File: config.mk
export PLATFORM = sky130hd
export DESIGN_NAME = uart_tx_scheduler
export DESIGN_NICKNAME = d
export VERILOG_FILES = /design/src/rtl/uart_tx_scheduler.sv
export SDC_FILE = /design/constraint.sdc
export NUM_CORES = 1
export LEC_CHECK = 0
export ABC_AREA = 1
export BUFFER_PORTS_ARGS = -buffer_cell sky130_fd_sc_hd__buf_4
export CAP_MARGIN = 20
export CORE_ASPECT_RATIO = 0.7
export CORE_MARGIN = 2
export CORE_UTILIZATION = 40
export DETAILED_ROUTE_END_ITERATION = 16
export HOLD_SLACK_MARGIN = 0.03
export PLACE_DENSITY = 0.68
export SLEW_MARGIN = 5
export SYNTH_ARGS = -nofsm -noshare
export SYNTH_HDL_FRONTEND = slang
export SYNTH_SLANG_ARGS = --single-unit
export TNS_END_PERCENT = 50
File: constraint.sdc
create_clock -name CLK -period 2.5 [get_ports CLK]
set_input_delay 0.125 -clock CLK [delete_from_list [all_inputs] [get_ports CLK]]
set_output_delay 0.125 -clock CLK [all_outputs]
set_load 0.02 [all_outputs]
File: src/rtl/uart_tx_scheduler.sv
// Round-robin sharing of one UART transmitter between the ALU (2-byte result, LSB first)
// and the register file (1 byte), sequenced through the DATA_VALID / Busy handshake.
module uart_tx_scheduler #(
   parameter int DATA_WIDTH = 8,
   parameter int START_TO   = 16
) (
   input  logic                    CLK,
   input  logic                    RST,
   input  logic                    ALU_REQ,
   input  logic [2*DATA_WIDTH-1:0] ALU_DATA,
   output logic                    ALU_ACK,
   input  logic                    RF_REQ,
   input  logic [DATA_WIDTH-1:0]   RF_DATA,
   output logic                    RF_ACK,
   input  logic                    TX_BUSY,
   output logic [DATA_WIDTH-1:0]   TX_P_DATA,
   output logic                    TX_D_VLD,
   output logic                    SCH_BUSY
);

   localparam int TW = (START_TO > 1) ? $clog2(START_TO) : 1;
   localparam logic [TW-1:0] TMR_MAX = TW'(START_TO - 1);

   typedef enum logic [2:0] {
      IDLE,
      GRANT,
      ISSUE,
      WAIT_START,
      WAIT_DONE
   } state_t;

   state_t                    state_q, state_d;
   logic [2*DATA_WIDTH-1:0]   shadow_q, shadow_d;
   logic [DATA_WIDTH-1:0]     txd_q, txd_d;
   logic [1:0]                left_q, left_d;
   logic [TW-1:0]             tmr_q, tmr_d;
   logic                      rr_q, rr_d;
   logic                      alu_win;

   always_comb begin
      // rr_q=1 means the register file was served last, so the ALU wins a tie
      alu_win   = ALU_REQ & (~RF_REQ | rr_q);
      state_d   = state_q;
      shadow_d  = shadow_q;
      txd_d     = txd_q;
      left_d    = left_q;
      tmr_d     = tmr_q;
      rr_d      = rr_q;
      ALU_ACK   = 1'b0;
      RF_ACK    = 1'b0;
      TX_D_VLD  = 1'b0;
      TX_P_DATA = txd_q;

      case (state_q)
         IDLE: begin
            if (ALU_REQ | RF_REQ) state_d = GRANT;
         end
         GRANT: begin
            if (ALU_REQ | RF_REQ) begin
               ALU_ACK  = alu_win;
               RF_ACK   = ~alu_win;
               shadow_d = alu_win ? ALU_DATA : {{DATA_WIDTH{1'b0}}, RF_DATA};
               left_d   = alu_win ? 2'd2 : 2'd1;
               rr_d     = ~alu_win;
               state_d  = ISSUE;
            end else begin
               state_d = IDLE;
            end
         end
         ISSUE: begin
            if (!TX_BUSY) begin
               TX_D_VLD  = 1'b1;
               TX_P_DATA = shadow_q[DATA_WIDTH-1:0];
               txd_d     = shadow_q[DATA_WIDTH-1:0];
               tmr_d     = '0;
               state_d   = WAIT_START;
            end
         end
         WAIT_START: begin
            // Timer stops at its maximum, so it never wraps while waiting
            if (TX_BUSY) begin
               state_d = WAIT_DONE;
            end else if (tmr_q >= TMR_MAX) begin
               state_d = ISSUE;
            end else begin
               tmr_d = tmr_q + TW'(1);
            end
         end
         WAIT_DONE: begin
            if (!TX_BUSY) begin
               left_d = left_q - 2'd1;
               if (left_q == 2'd1) begin
                  state_d = IDLE;
               end else begin
                  shadow_d = shadow_q >> DATA_WIDTH;
                  state_d  = ISSUE;
               end
            end
         end
         default: state_d = IDLE;
      endcase

      if (RST) begin
         ALU_ACK   = 1'b0;
         RF_ACK    = 1'b0;
         TX_D_VLD  = 1'b0;
         TX_P_DATA = txd_q;
      end
   end

   assign SCH_BUSY = (state_q != IDLE) & ~RST;

   always_ff @(posedge CLK) begin
      if (RST) begin
         state_q <= IDLE;
         txd_q   <= '0;
         left_q  <= '0;
         tmr_q   <= '0;
         rr_q    <= 1'b1;
      end else begin
         state_q <= state_d;
         txd_q   <= txd_d;
         left_q  <= left_d;
         tmr_q   <= tmr_d;
         rr_q    <= rr_d;
      end
   end

   always_ff @(posedge CLK) begin
      shadow_q <= shadow_d;
   end

endmodule

# --- Yosys cells after proc, flatten, opt, wreduce, memory -nomap -nowiden ---
# Cells that the tools add are included.
totals:
  register_bits: 34
  in_bits: 29
  output_inout_bits: 12
classes:
  n_addsub: 2
  magnitude_cmp: 1
  eq_ne: 13
  n_mux: 33
  bitwise: 7
  n_reduce_logical: 9
ops:
  columns: ["operator", "count"]
  rows:
  - ["16-bit two-way mux", 4]
  - ["16-bit case mux with 2 select lines", 1]
  - ["8-bit two-way mux", 3]
  - ["3-bit two-way mux", 5]
  - ["3-bit case mux with 5 select lines", 1]
  - ["2-bit inequality test (second input constant)", 7]
  - ["4-bit two-way mux", 3]
  - ["4-bit AND reduction", 3]
  - ["2-bit two-way mux", 5]
  - ["1-bit two-way mux", 9]
  - ["4-bit case mux with 2 select lines", 1]
  - ["3-bit by 2-bit equality test with 1-bit output (second input constant)", 2]
  - ["4-bit by 1-bit adder with 4-bit output (second input constant)", 1]
  - ["4-bit greater-or-equal comparator (second input constant)", 1]
  - ["2-bit case mux with 2 select lines", 1]
  - ["2-bit nonzero test", 2]
  - ["3-bit by 1-bit equality test with 1-bit output (second input constant)", 1]
  - ["3-bit equality test (second input constant)", 1]
  - ["3-bit zero test", 1]
  - ["3-bit inequality test (second input constant)", 1]
  - ["1-bit inverter", 3]
  - ["3-bit AND reduction", 1]
  - ["3-bit nonzero test", 1]
  - ["1-bit bitwise AND", 2]
  - ["4 further kinds", 5]

# --- Longest topological paths before layout ---
# Gate-level depths: netlist (run 1).
depth:
  ltp_word: 7
  depth_mapped: 9

# --- Worst setup path after synthesis (run 1) ---
# Ideal clock, no wire load.
synth_path:
  path_kind: "register to register"
  startpoint: "register state_q[1]"
  endpoint: "register shadow_q[0] (enable)"
  setup_ns: 0.394
  arrival_time_ns: 1.652
  required_time_ns: 2.106
  path_slack_ns: 0.453
  stages_incl_launch_ff: 6
  path_buffers: 0
  period_less_slack_ns: 2.047
  path_cell_list: "dfxtp_1 > nor2_2 > nand2_2 > inv_2 > nand2_1 > a21oi_1"
synth_via:
  elab_chain_len: 3
  word_cells_on_any_way: 7
  classes_between: "eq/ne (5); reduce/logical (2)"
synth_lines:
  columns: ["element", "line_no", "text"]
  rows:
  - ["start: declaration", "32", "state_t state_q, state_d;"]
  - ["start signal: assignment", "121", "state_q <= state_d;"]
  - ["3-bit equality test or 3-bit by 1-bit equality test with 1-bit output (tied branches)", "54", "case (state_q)"]
  - ["2-bit inequality test (no line) or 2-bit nonzero test (tied branches)", null, null]
  - ["4-bit AND reduction (no line) *", null, null]
  - ["end signal: assignment", "130", "shadow_q <= shadow_d;"]
  - ["end: declaration", "33", "logic [2*DATA_WIDTH-1:0] shadow_q, shadow_d;"]
# Mark *: on every way between the ends. The rest lies on a longest branch, timed or not.
# A chain may end at the register's enable or synchronous reset.

# --- Worst setup path in the final report (run 1) ---
layout_path:
  startpoint: "register state_q[2]"
  endpoint: "output TX_P_DATA[4]"
layout_via:
  elab_chain_len: 3
layout_lines:
  columns: ["element", "line_no", "text"]
  rows:
  - ["3-bit by 2-bit equality test with 1-bit output", "54", null]
  - ["8-bit two-way mux", null, null]
  - ["8-bit two-way mux", "103", "if (RST) begin"]
  - ["end: declaration", "16", "output logic [DATA_WIDTH-1:0] TX_P_DATA,"]
# No other way between the ends.

==> out/summary.txt, run 1 <==
Final Cell Area = 2160 um2
Global routing usage on met3 = 0.0432
Final worst setup slack = 0.531 ns
WHS Endpoint = state_q[2]$_SDFFE_PP0P_
CTS resizes = 0
Xor/xnor share of the synthesized area = 0
DRT Pass-1 Iters = 6
Outcome = complete, no violations
Critical Path End Type = output port
CTS Root Cell = clkbuf_8
Mapped Nets = 261
Placed cell count = 320
RePlAce Congestion = 0.826
Chip width = 83.1 um
DRT iter0 DRCs = 63
Worst R2R Path Depth = 6
First-pass GRT wire length = 6.08 mm
Sink Count = 34
Least-Margin Pin Slew = 0.505 ns
Initial antenna violation count = 0
Worst-Skew Late Latency = 0.29 ns
GRT Total Usage = 0.157
Clk buf depth = 2
Final setup viols = 0
GRT overflow = 0
Worst slack at placement = 0.621 ns
Post-synthesis register bit count = 34
Crit path DAT = 1.84 ns
CP required = 2.38 ns
Synth Area in Simple Gates = 0.297
Compound-Gate Fraction of Synth Area = 0.0915
GR Layer Usage met2 = 0.199
Post-DP Area = 2080 um2
Top Ports = 41
Cell count after synthesis = 230
HP Class = input pin to flip-flop
Worst vdd ir = 0.324 mV
Final Hold Fails = 0
Layout cells sized above 1 = 0.212
Global routing usage on met1 = 0.254
Synth Area in Adders = 0.0143
CP Launch Type = flip-flop
Post-synth EDFFs = 16
Die Y-Extent = 59.3 um
IO Port Bufs = 40
CTS tree = yes
Achievable Freq = 508 MHz
Layout area overhead = 23.6%
RSZ-0062 raised after global routing = false
Total core area = 4280 um2
Starting Density = 0.409
CP max FO = 19
CP Class = flip-flop to output port
Leakage power total = 1.04 nW
Post-synthesis sequential area ratio = 0.480
Period utilization = 0.787
HPWL after DPL = 2.66 mm
Post-route ant nets = 0
Total Power = 1.63 mW
Cell area power density = 755 nW/um2
Ys async rst share = 0
Min-delay src = RST
Largest stage delay, worst path = 0.37 ns
# rows = 20
# Post-CTS Setup Buffers = 0
Reg2reg end = shadow_q[1]$_DFFE_PP_
Reg2Reg Setup Slack = 0.56 ns
Routed Wire Length = 3.70 mm
Hold Slack = 0.0631 ns
CTS clk-pin slew, worst paths = 0.08 ns
Max transition margin = 0.663
Slowest cell on the critical path = o21ai_0
Final-report max-slew violation count = 0
Mapped Area = 1750 um2
Vias post-DR = 1528
Max-cap violation count = 0
Largest net degree at the start of global routing = 23
Largest family of logic cells by synthesized area = simple AND/OR/NAND/NOR gates
Nets = 303
Most used flip-flop cell after synthesis = dfxtp_1
Post-synthesis area per instance = 7.61 um2
Worst Hold Depth = 2
Minimum clock period = 1.97 ns
Hold Buf Count CTS = 0
Fin cells = 328
Distinct cells, synth = 24
Antenna Cells = 0
TritonCTS buffer count = 5
DRC Markers = 0
Final setup TNS = 0 ns
Post-synthesis mux area share = 0
Htree depth = 2
Critical R2R Launch = state_q[1]$_SDFFE_PP0P_
GR peak layer = met1
Crit-path cells = nor2_1 -> nand3_2 -> o21ai_0 -> o22ai_1 -> buf_4
Via density = 4.66
Vias in the first global route = 1305
Routed WL per cell = 11.3 um
Die area = 4930 um2
Yosys warning total = 0
Util after Layout = 0.506
Worst Skew = 0.0114 ns
## layout make-up
class | count | area [um2]
Multi-Input combinational cell | 148 | 704
Sequential cell | 34 | 841
Fill cell | 405 | 2120
Timing Repair Buffer | 42 | 315
Tap cell | 55 | 68.8
Clock buffer | 8 | 80.1
Inverter | 41 | 154
## cells in the mapped netlist (3+ instances only)
| library cell | count | area (um2) |
|---|---|---|
| nand2_1 | 43 | 161 |
| o22ai_1 | 8 | 50.1 |
| edfxtp_1 | 16 | 480 |
| nand3_1 | 33 | 165 |
| dfxtp_1 | 18 | 360 |
| nor2_1 | 35 | 131 |
| o21ai_0 | 9 | 45.0 |
| buf_6 | 3 | 33.8 |
| inv_1 | 38 | 143 |
| a21oi_1 | 6 | 30.0 |
## worst max path at each step
stage / from / endpoint
floorplan: state_q[1]$_SDFFE_PP0P_ / shadow_q[0]$_DFFE_PP_
global placement: state_q[1]$_SDFFE_PP0P_ / shadow_q[9]$_SDFFCE_PP0P_
detailed placement: state_q[1]$_SDFFE_PP0P_ / shadow_q[9]$_SDFFCE_PP0P_
CTS: state_q[0]$_SDFFE_PP0P_ / TX_P_DATA[1]
global route: state_q[2]$_SDFFE_PP0P_ / TX_P_DATA[1]
finish: state_q[2]$_SDFFE_PP0P_ / TX_P_DATA[4]
## report_power, final
group / internal (mW) / switching [mW]
sequential: 0.705 / 0.0457
combinational: 0.185 / 0.300
clock: 0.198 / 0.199
total: 1.09 / 0.545
## flip-flops by register name (all words and copies together), names as in the netlist
register  flops
rr_q          1
tmr_q         4
state_q       3
left_q        2
shadow_q     16
txd_q         8
## logic make-up (layout without fill, tap and decap cells)
logic type,after synthesis,after routing
DFF,34,34
adders and majority gates,2,2
AOI/OAI and AO/OA,27,27
and+or+nand+nor,119,119
buffers and inverters,48,91
## critical path: cells and delay by family, from the launching register on
family          cells  cell delay (ns)
compound gates      2             0.48
flops               1             0.35
simple gates        2             0.55
buf+inv             1             0.17
## per-layer routing
| metal | vias up | part of all wire | wire, um |
|---|---|---|---|
| met5 | - | 0 | 0 |
| met2 | 38 | 0.36 | 1350 |
| met1 | 663 | 0.58 | 2130 |
| li1 | 824 | - | - |
| met3 | 3 | 0.053 | 197 |
| met4 | 0 | 0.0068 | 25 |
## cells in the final DEF (no fill, tap or decap), types with 6 or more instances in the layout
cell type  count
nor2_1        35
buf_4         42
o21ai_0        9
a21oi_1        6
nand2_1       43
o22ai_1        8
edfxtp_1      16
dfxtp_1       18
nand3_1       33
inv_1         38
Note: power is estimated with default switching activity, not from simulation.
==> run 2: changes to the inputs <==
- clock period: 2.5 -> 2.05 ns (I/O delays scaled with it)
==> run 2 against run 1 <==
- power rose by 29%
- sequential share of layout area fell by 1.1 points
- die area did not move
- count of clock-buffer cells in the layout did not move
- clock power rose by 49%
- highest routed layer unchanged
- routed wire length rose by 1.1%
- sequential power rose by 22%
- final area rose by 3.0%
- via count rose by 2.0%
- setup slack got worse by 0.34 ns
- hold slack improved by 0.049 ns
==> out/summary.txt, run 2 (synthesis gave the netlist of run 1 again) <==
Sink Count = 34 (unchanged)
Hold Slack = 0.112 ns (was 0.0631 ns)
Achievable Freq = 539 MHz
RSZ-0062 raised after global routing = false (unchanged)
Layout cells sized above 1 = 0.225 (was 0.212)
Max-cap violation count = 0 (unchanged)
Antenna Cells = 0 (unchanged)
Die Y-Extent = 59.3 um (unchanged)
Worst Hold Depth = 3 (was 2)
CP required = 1.95 ns (was 2.38 ns)
Routed WL per cell = 11.3 um (about the same)
Via density = 4.71 (was 4.66)
Reg2Reg Setup Slack = 0.42 ns (was 0.56 ns)
CTS Root Cell = clkbuf_8 (unchanged)
DRC Markers = 0 (unchanged)
Logic gate share of total power = 0.285 (was 0.297)
Layout area overhead = 27.2% (was 23.6%)
Chip width = 83.1 um (unchanged)
Final Hold Fails = 0 (unchanged)
Largest net degree at the start of global routing = 22 (was 23)
HP Class = input pin to flip-flop (unchanged)
Post-route ant nets = 0 (unchanged)
NetSw = 671 uW (was 545 uW)
Least-Margin Pin Slew = 0.435 ns (was 0.505 ns)
Largest Register = shadow_q (unchanged)
Die area = 4930 um2 (unchanged)
Final setup TNS = 0 ns (unchanged)
Worst vdd ir = 0.413 mV (was 0.324 mV)
CP Buf/Inv Count = 1 (unchanged)
Crit-path cells = nor2_1 -> nand3_4 -> o21ai_0 -> o22ai_1 -> buf_4 (was nor2_1 -> nand3_2 -> o21ai_0 -> o22ai_1 -> buf_4)
Vias post-DR = 1558 (was 1528)
GRT overflow = 0 (unchanged)
Flop pwr share = 0.434 (was 0.460)
Period utilization = 0.905
Crit path DAT = 1.75 ns (was 1.84 ns)
Commonest cells after routing, fill and taps aside = buf_4 (44), nand2_1 (43), inv_1 (38), nor2_1 (35), nand3_1 (33) (was nand2_1 (43), buf_4 (42), inv_1 (38), nor2_1 (35), nand3_1 (33))
Cell area power density = 948 nW/um2 (was 755 nW/um2)
Vias in the first global route = 1382 (was 1305)
Critical R2R Launch = state_q[1]$_SDFFE_PP0P_ (unchanged)
Final setup viols = 0 (unchanged)
Max reg flops = 16 (unchanged)
Clock share of power = 0.281 (was 0.243)
Clk buf depth = 2 (unchanged)
CP max FO = 19 (unchanged)
Power Internal = 1.44 mW (was 1.09 mW)
WHS Endpoint = shadow_q[11]$_SDFFCE_PP0P_ (was state_q[2]$_SDFFE_PP0P_)
Worst Skew = 0.00602 ns (was 0.0114 ns)
Final-report max-slew violation count = 0 (unchanged)
Nets = 306 (was 303)
Worst-Skew Late Latency = 0.29 ns (about the same)
Total core area = 4280 um2 (unchanged)
RePlAce Congestion = 0.861 (was 0.826)
Max transition margin = 0.710 (was 0.663)
TritonCTS buffer count = 5 (unchanged)
Largest stage delay, worst path = 0.35 ns (was 0.37 ns)
GRT Total Usage = 0.162 (was 0.157)
First-pass GRT wire length = 6.16 mm (was 6.08 mm)
Placed cell count = 322 (was 320)
CP delay by family, top = simple AND/OR/NAND/NOR gates (unchanged)
CP Launch Type = flip-flop (unchanged)
Initial antenna violation count = 0 (unchanged)
Slowest cell on the critical path = dfxtp_1 (was o21ai_0)
Top Ports = 41 (unchanged)
Htree depth = 2 (unchanged)
Routed Wire Length = 3.74 mm (was 3.70 mm)
Worst R2R Path Depth = 6 (unchanged)
CTS clk-pin slew, worst paths = 0.07 ns (was 0.08 ns)
Minimum clock period = 1.85 ns
# Post-CTS Setup Buffers = 0 (unchanged)
DRT Pass-1 Iters = 4 (was 6)
Reg2reg end = shadow_q[5]$_DFFE_PP_ (was shadow_q[1]$_DFFE_PP_)
CTS tree = yes (unchanged)
Fin cells = 331 (was 328)
CP Class = flip-flop to output port (unchanged)
Leakage power total = 1.07 nW (was 1.04 nW)
Sw frac = 0.318 (was 0.334)
Outcome = complete, no violations (unchanged)
HPWL after DPL = 2.76 mm (was 2.66 mm)
Min-delay src = ALU_DATA[11] (was RST)
Fill cells = 432 (was 405)
DRT iter0 DRCs = 83 (was 63)
# rows = 20 (unchanged)
Most common cell after layout, fill and taps aside = buf_4 (was nand2_1)
Critical Path End Type = output port (unchanged)
Starting Density = 0.409 (unchanged)
Top flop regs = shadow_q (16), txd_q (8), tmr_q (4) (unchanged)
IO Port Bufs = 40 (unchanged)
## run 2: cell count changes in the layout (fill, tap and decap cells not counted), sizes merged
| cell | change |
|---|---|
| buf | +2 |
| dlygate4sd3 | +1 |
## run 2: worst max-delay path by stage
stage | start | to | depth (start not counted)
after floorplan | state_q[1]$_SDFFE_PP0P_ | shadow_q[0]$_DFFE_PP_ | 5
after global placement | state_q[2]$_SDFFE_PP0P_ | TX_P_DATA[5] | 5
after detailed placement | state_q[2]$_SDFFE_PP0P_ | TX_P_DATA[1] | 5
after CTS | state_q[2]$_SDFFE_PP0P_ | TX_P_DATA[1] | 5
after global routing | state_q[2]$_SDFFE_PP0P_ | TX_P_DATA[1] | 5
final | state_q[2]$_SDFFE_PP0P_ | TX_P_DATA[7] | 5
## run 2: cell type report
class,instances,area (um2),share of cell area
sequential,34,841,0.378
clock buffer,8,111,0.0500
timing repair buffer,45,340,0.153
inverter,41,154,0.0691
multi-input combinational,148,712,0.320
tap,55,68.8,0.0309
## run 2: worst register-to-register path, delay by kind of cell, from the launching register on
| family | cells | cell delay (ns) |
|---|---|---|
| flops | 1 | 0.38 |
| compound gates | 1 | 0.15 |
| simple gates | 3 | 0.38 |
| buf+inv | 2 | 0.40 |
## run 2: routing by layer
layer | vias to the layer above | part of all wire | GRT usage | routed length (um)
li1 | 829 | - | - | -
met1 | 683 | 0.53 | 0.224 | 1960
met2 | 41 | 0.40 | 0.241 | 1510
met3 | 5 | 0.059 | 0.0501 | 219
met4 | 0 | 0.012 | 0.0632 | 46
met5 | - | 0 | 0 | 0
## run 2: power by group through the flow
stage	clock (mW)	sequential, mW	combinational, mW
after global placement	0	0.927	0.585
final	0.592	0.917	0.601
after floorplan	0	0.918	0.413
after CTS	0.607	0.914	0.602
after global routing	0.635	0.931	0.686
after detailed placement	0	0.928	0.598
## run 2: metrics by stage
stage	setup WS [ns]	area (um2)	power, mW	utilization
final	0.196	2230	2.11	0.520
after global routing	0.0341	2230	2.25	0.520
after CTS	0.103	2220	2.12	0.519
after global placement	0.395	2100	1.51	0.490
after detailed placement	0.425	2100	1.53	0.490
after floorplan	0.00336	1750	1.33	-
## run 2: timing repair
item / in CTS / in global routing
hold buffers: 1 / 0
endpoints found under the hold margin: 1 / 0
gates resized for setup: 0 / 2
setup endpoints to repair: 0 / 7
==> run 3: changes to the inputs <==
- CELL_PAD_IN_SITES_DETAIL_PLACEMENT: not set -> 1
- CELL_PAD_IN_SITES_GLOBAL_PLACEMENT: not set -> 1
- CORE_UTILIZATION: 40 -> 38
- PLACE_DENSITY: 0.68 -> 0.84
==> run 3 against run 2 <==
- flip-flop and latch count unchanged
- register-to-register slack got worse by 0.03 ns
- combinational power is 4.8% higher
- sequential share of layout area up 0.21 points
- hold slack worse by 0.062 ns
- largest power group unchanged
- highest routed layer unchanged
==> out/summary.txt, run 3 (synthesis gave the netlist of run 1 again) <==
CP Buf/Inv Count = 1 (unchanged)
NetSw = 717 uW (was 671 uW)
CP Class = flip-flop to output port (unchanged)
Period utilization = 0.937 (was 0.905)
Routed Wire Length = 4.64 mm (was 3.74 mm)
First-pass GRT wire length = 7.63 mm (was 6.16 mm)
Post-route ant nets = 0 (unchanged)
Logic gate share of total power = 0.290 (was 0.285)
Cell area power density = 979 nW/um2 (was 948 nW/um2)
DRT Pass-1 Iters = 4 (unchanged)
Least-Margin Pin Slew = 0.326 ns (was 0.435 ns)
Most common cell after layout, fill and taps aside = buf_4 (unchanged)
Fin cells = 330 (was 331)
GRT Total Usage = 0.194 (was 0.162)
Max transition margin = 0.780 (was 0.710)
Flop pwr share = 0.424 (was 0.434)
Clock share of power = 0.285 (was 0.281)
DRT iter0 DRCs = 34 (was 83)
Chip width = 85.1 um (was 83.1 um)
Die Y-Extent = 60.8 um (was 59.3 um)
TritonCTS buffer count = 5 (unchanged)
Stages on worst setup path = 5 (unchanged)
Routed WL per cell = 14.1 um (was 11.3 um)
Worst-Skew Late Latency = 0.29 ns (about the same)
Worst Skew = 0.00671 ns (was 0.00602 ns)
Top flop regs = shadow_q (16), txd_q (8), tmr_q (4) (unchanged)
Largest Register = shadow_q (unchanged)
IO Port Bufs = 40 (unchanged)
Starting Density = 0.400 (was 0.409)
CTS Root Cell = clkbuf_8 (unchanged)
Commonest cells after routing, fill and taps aside = buf_4 (44), nand2_1 (43), inv_1 (38), nor2_1 (35), nand3_1 (33) (unchanged)
Worst Hold Depth = 2 (was 3)
Max-cap violation count = 0 (unchanged)
Initial antenna violation count = 0 (unchanged)
CP delay by family, top = simple AND/OR/NAND/NOR gates (unchanged)
CP Launch Type = flip-flop (unchanged)
Vias post-DR = 1620 (was 1558)
Total core area = 4380 um2 (was 4280 um2)
Clk buf depth = 2 (unchanged)
Vias in the first global route = 1611 (was 1382)
Via density = 4.91 (was 4.71)
Final setup viols = 0 (unchanged)
Total Power = 2.17 mW (was 2.11 mW)
CTS clk-pin slew, worst paths = 0.07 ns (about the same)
Leakage power total = 1.07 nW (about the same)
Placed cell count = 322 (unchanged)
Layout cells sized above 1 = 0.229 (was 0.225)
Antenna Cells = 0 (unchanged)
GRT overflow = 0 (unchanged)
Fill cells = 554 (was 432)
Final Hold Fails = 0 (unchanged)
CP max FO = 19 (unchanged)
# rows = 20 (unchanged)
Outcome = complete, no violations (unchanged)
Htree depth = 2 (unchanged)
Largest net degree at the start of global routing = 22 (unchanged)
Power Internal = 1.45 mW (was 1.44 mW)
Top Ports = 41 (unchanged)
Crit-path cells = nor2_1 -> nand3_4 -> o21ai_0 -> o22ai_1 -> buf_4 (unchanged)
Sequential cell area = 841 um2 (unchanged)
Layout area overhead = 26.5% (was 27.2%)
Final-report max-slew violation count = 0 (unchanged)
RSZ-0062 raised after global routing = false (unchanged)
Max reg flops = 16 (unchanged)
HPWL after DPL = 3.30 mm (was 2.76 mm)
CTS tree = yes (unchanged)
Slowest cell on the critical path = dfxtp_1 (unchanged)
Final setup TNS = 0 ns (unchanged)
Minimum clock period = 1.92 ns (was 1.85 ns)
Sink Count = 34 (unchanged)
CP required = 1.95 ns (about the same)
Sw frac = 0.331 (was 0.318)
Critical Path End Type = output port (unchanged)
Largest stage delay, worst path = 0.36 ns (was 0.35 ns)
Multi-input gate area in the final layout = 712 um2 (unchanged)
Worst vdd ir = 0.546 mV (was 0.413 mV)
DRC Markers = 0 (unchanged)
Hold Buf Count CTS = 0 (was 1)
Worst R2R Path Depth = 6 (unchanged)
HP Class = input pin to flip-flop (unchanged)
Reg2Reg Setup Slack = 0.39 ns (was 0.42 ns)
Crit path DAT = 1.82 ns (was 1.75 ns)
Achievable Freq = 521 MHz (was 539 MHz)
Die area = 5170 um2 (was 4930 um2)
Nets = 305 (was 306)
RePlAce Congestion = 0.804 (was 0.861)
-- run 3: cell count changes in the layout (fill, tap and decap cells not counted) --
cell           delta
o21ai_1           +2
o21ai_0           -2
clkbuf_16         -1
clkinv_2          +2
bufinv_16         +1
dlygate4sd3_1     -1
clkbuf_8          -1
clkbuf_1          -1
-- run 3: cell type report --
cell class | count | share of cell area
repair buffers | 44 | 0.149
inverters | 41 | 0.0695
clock buffers | 5 | 0.0311
flip-flops and latches | 34 | 0.380
well taps | 55 | 0.0311
clock inverters | 3 | 0.0181
multi-input cells | 148 | 0.321
-- run 3: what timing repair did --
| action | 4_1_cts | 5_1_grt |
|---|---|---|
| hold endpoints to repair | 0 | 0 |
| setup endpoints to repair | 1 | 8 |
| gates resized for setup | 1 | 3 |
| setup buffers | 0 | 0 |
-- run 3: power by group through the flow --
stage | Combinational, mW | Sequential (mW) | Clock, mW
6_report | 0.630 | 0.920 | 0.618
5_1_grt | 0.705 | 0.934 | 0.665
4_1_cts | 0.633 | 0.919 | 0.626
3_5_place_dp | 0.617 | 0.931 | 0
3_3_place_gp | 0.593 | 0.925 | 0
2_1_floorplan | 0.413 | 0.918 | 0
-- run 3: per-layer routing --
metal | global-route usage | vias to the layer above | wire length (um)
li1 | - | 828 | -
met5 | 0 | - | 0
met1 | 0.261 | 753 | 2290
met2 | 0.320 | 35 | 2140
met4 | 0.0476 | 0 | 26
met3 | 0.0476 | 4 | 193
-- run 3: worst paths after layout --
kind	from	to
hold / removal	RST	state_q[2]$_SDFFE_PP0P_
setup reg to reg	state_q[1]$_SDFFE_PP0P_	shadow_q[6]$_DFFE_PP_
setup / recovery	state_q[0]$_SDFFE_PP0P_	TX_P_DATA[3]
hold reg to reg	rr_q$_SDFFE_PP1P_	rr_q$_SDFFE_PP1P_
-- run 3: per-stage QoR --
stage / cell area [um2] / util / hold slack (ns) / worst slack, ns
after global routing: 2210 / 0.506 / 0.0525 / 0.00320
after CTS: 2210 / 0.504 / 0.0496 / 0.0220
after global placement: 2100 / 0.479 / 0.345 / 0.421
final: 2210 / 0.506 / 0.0502 / 0.129
after floorplan: 1750 / - / 0.311 / 0.00336
after detailed placement: 2100 / 0.479 / 0.354 / 0.296
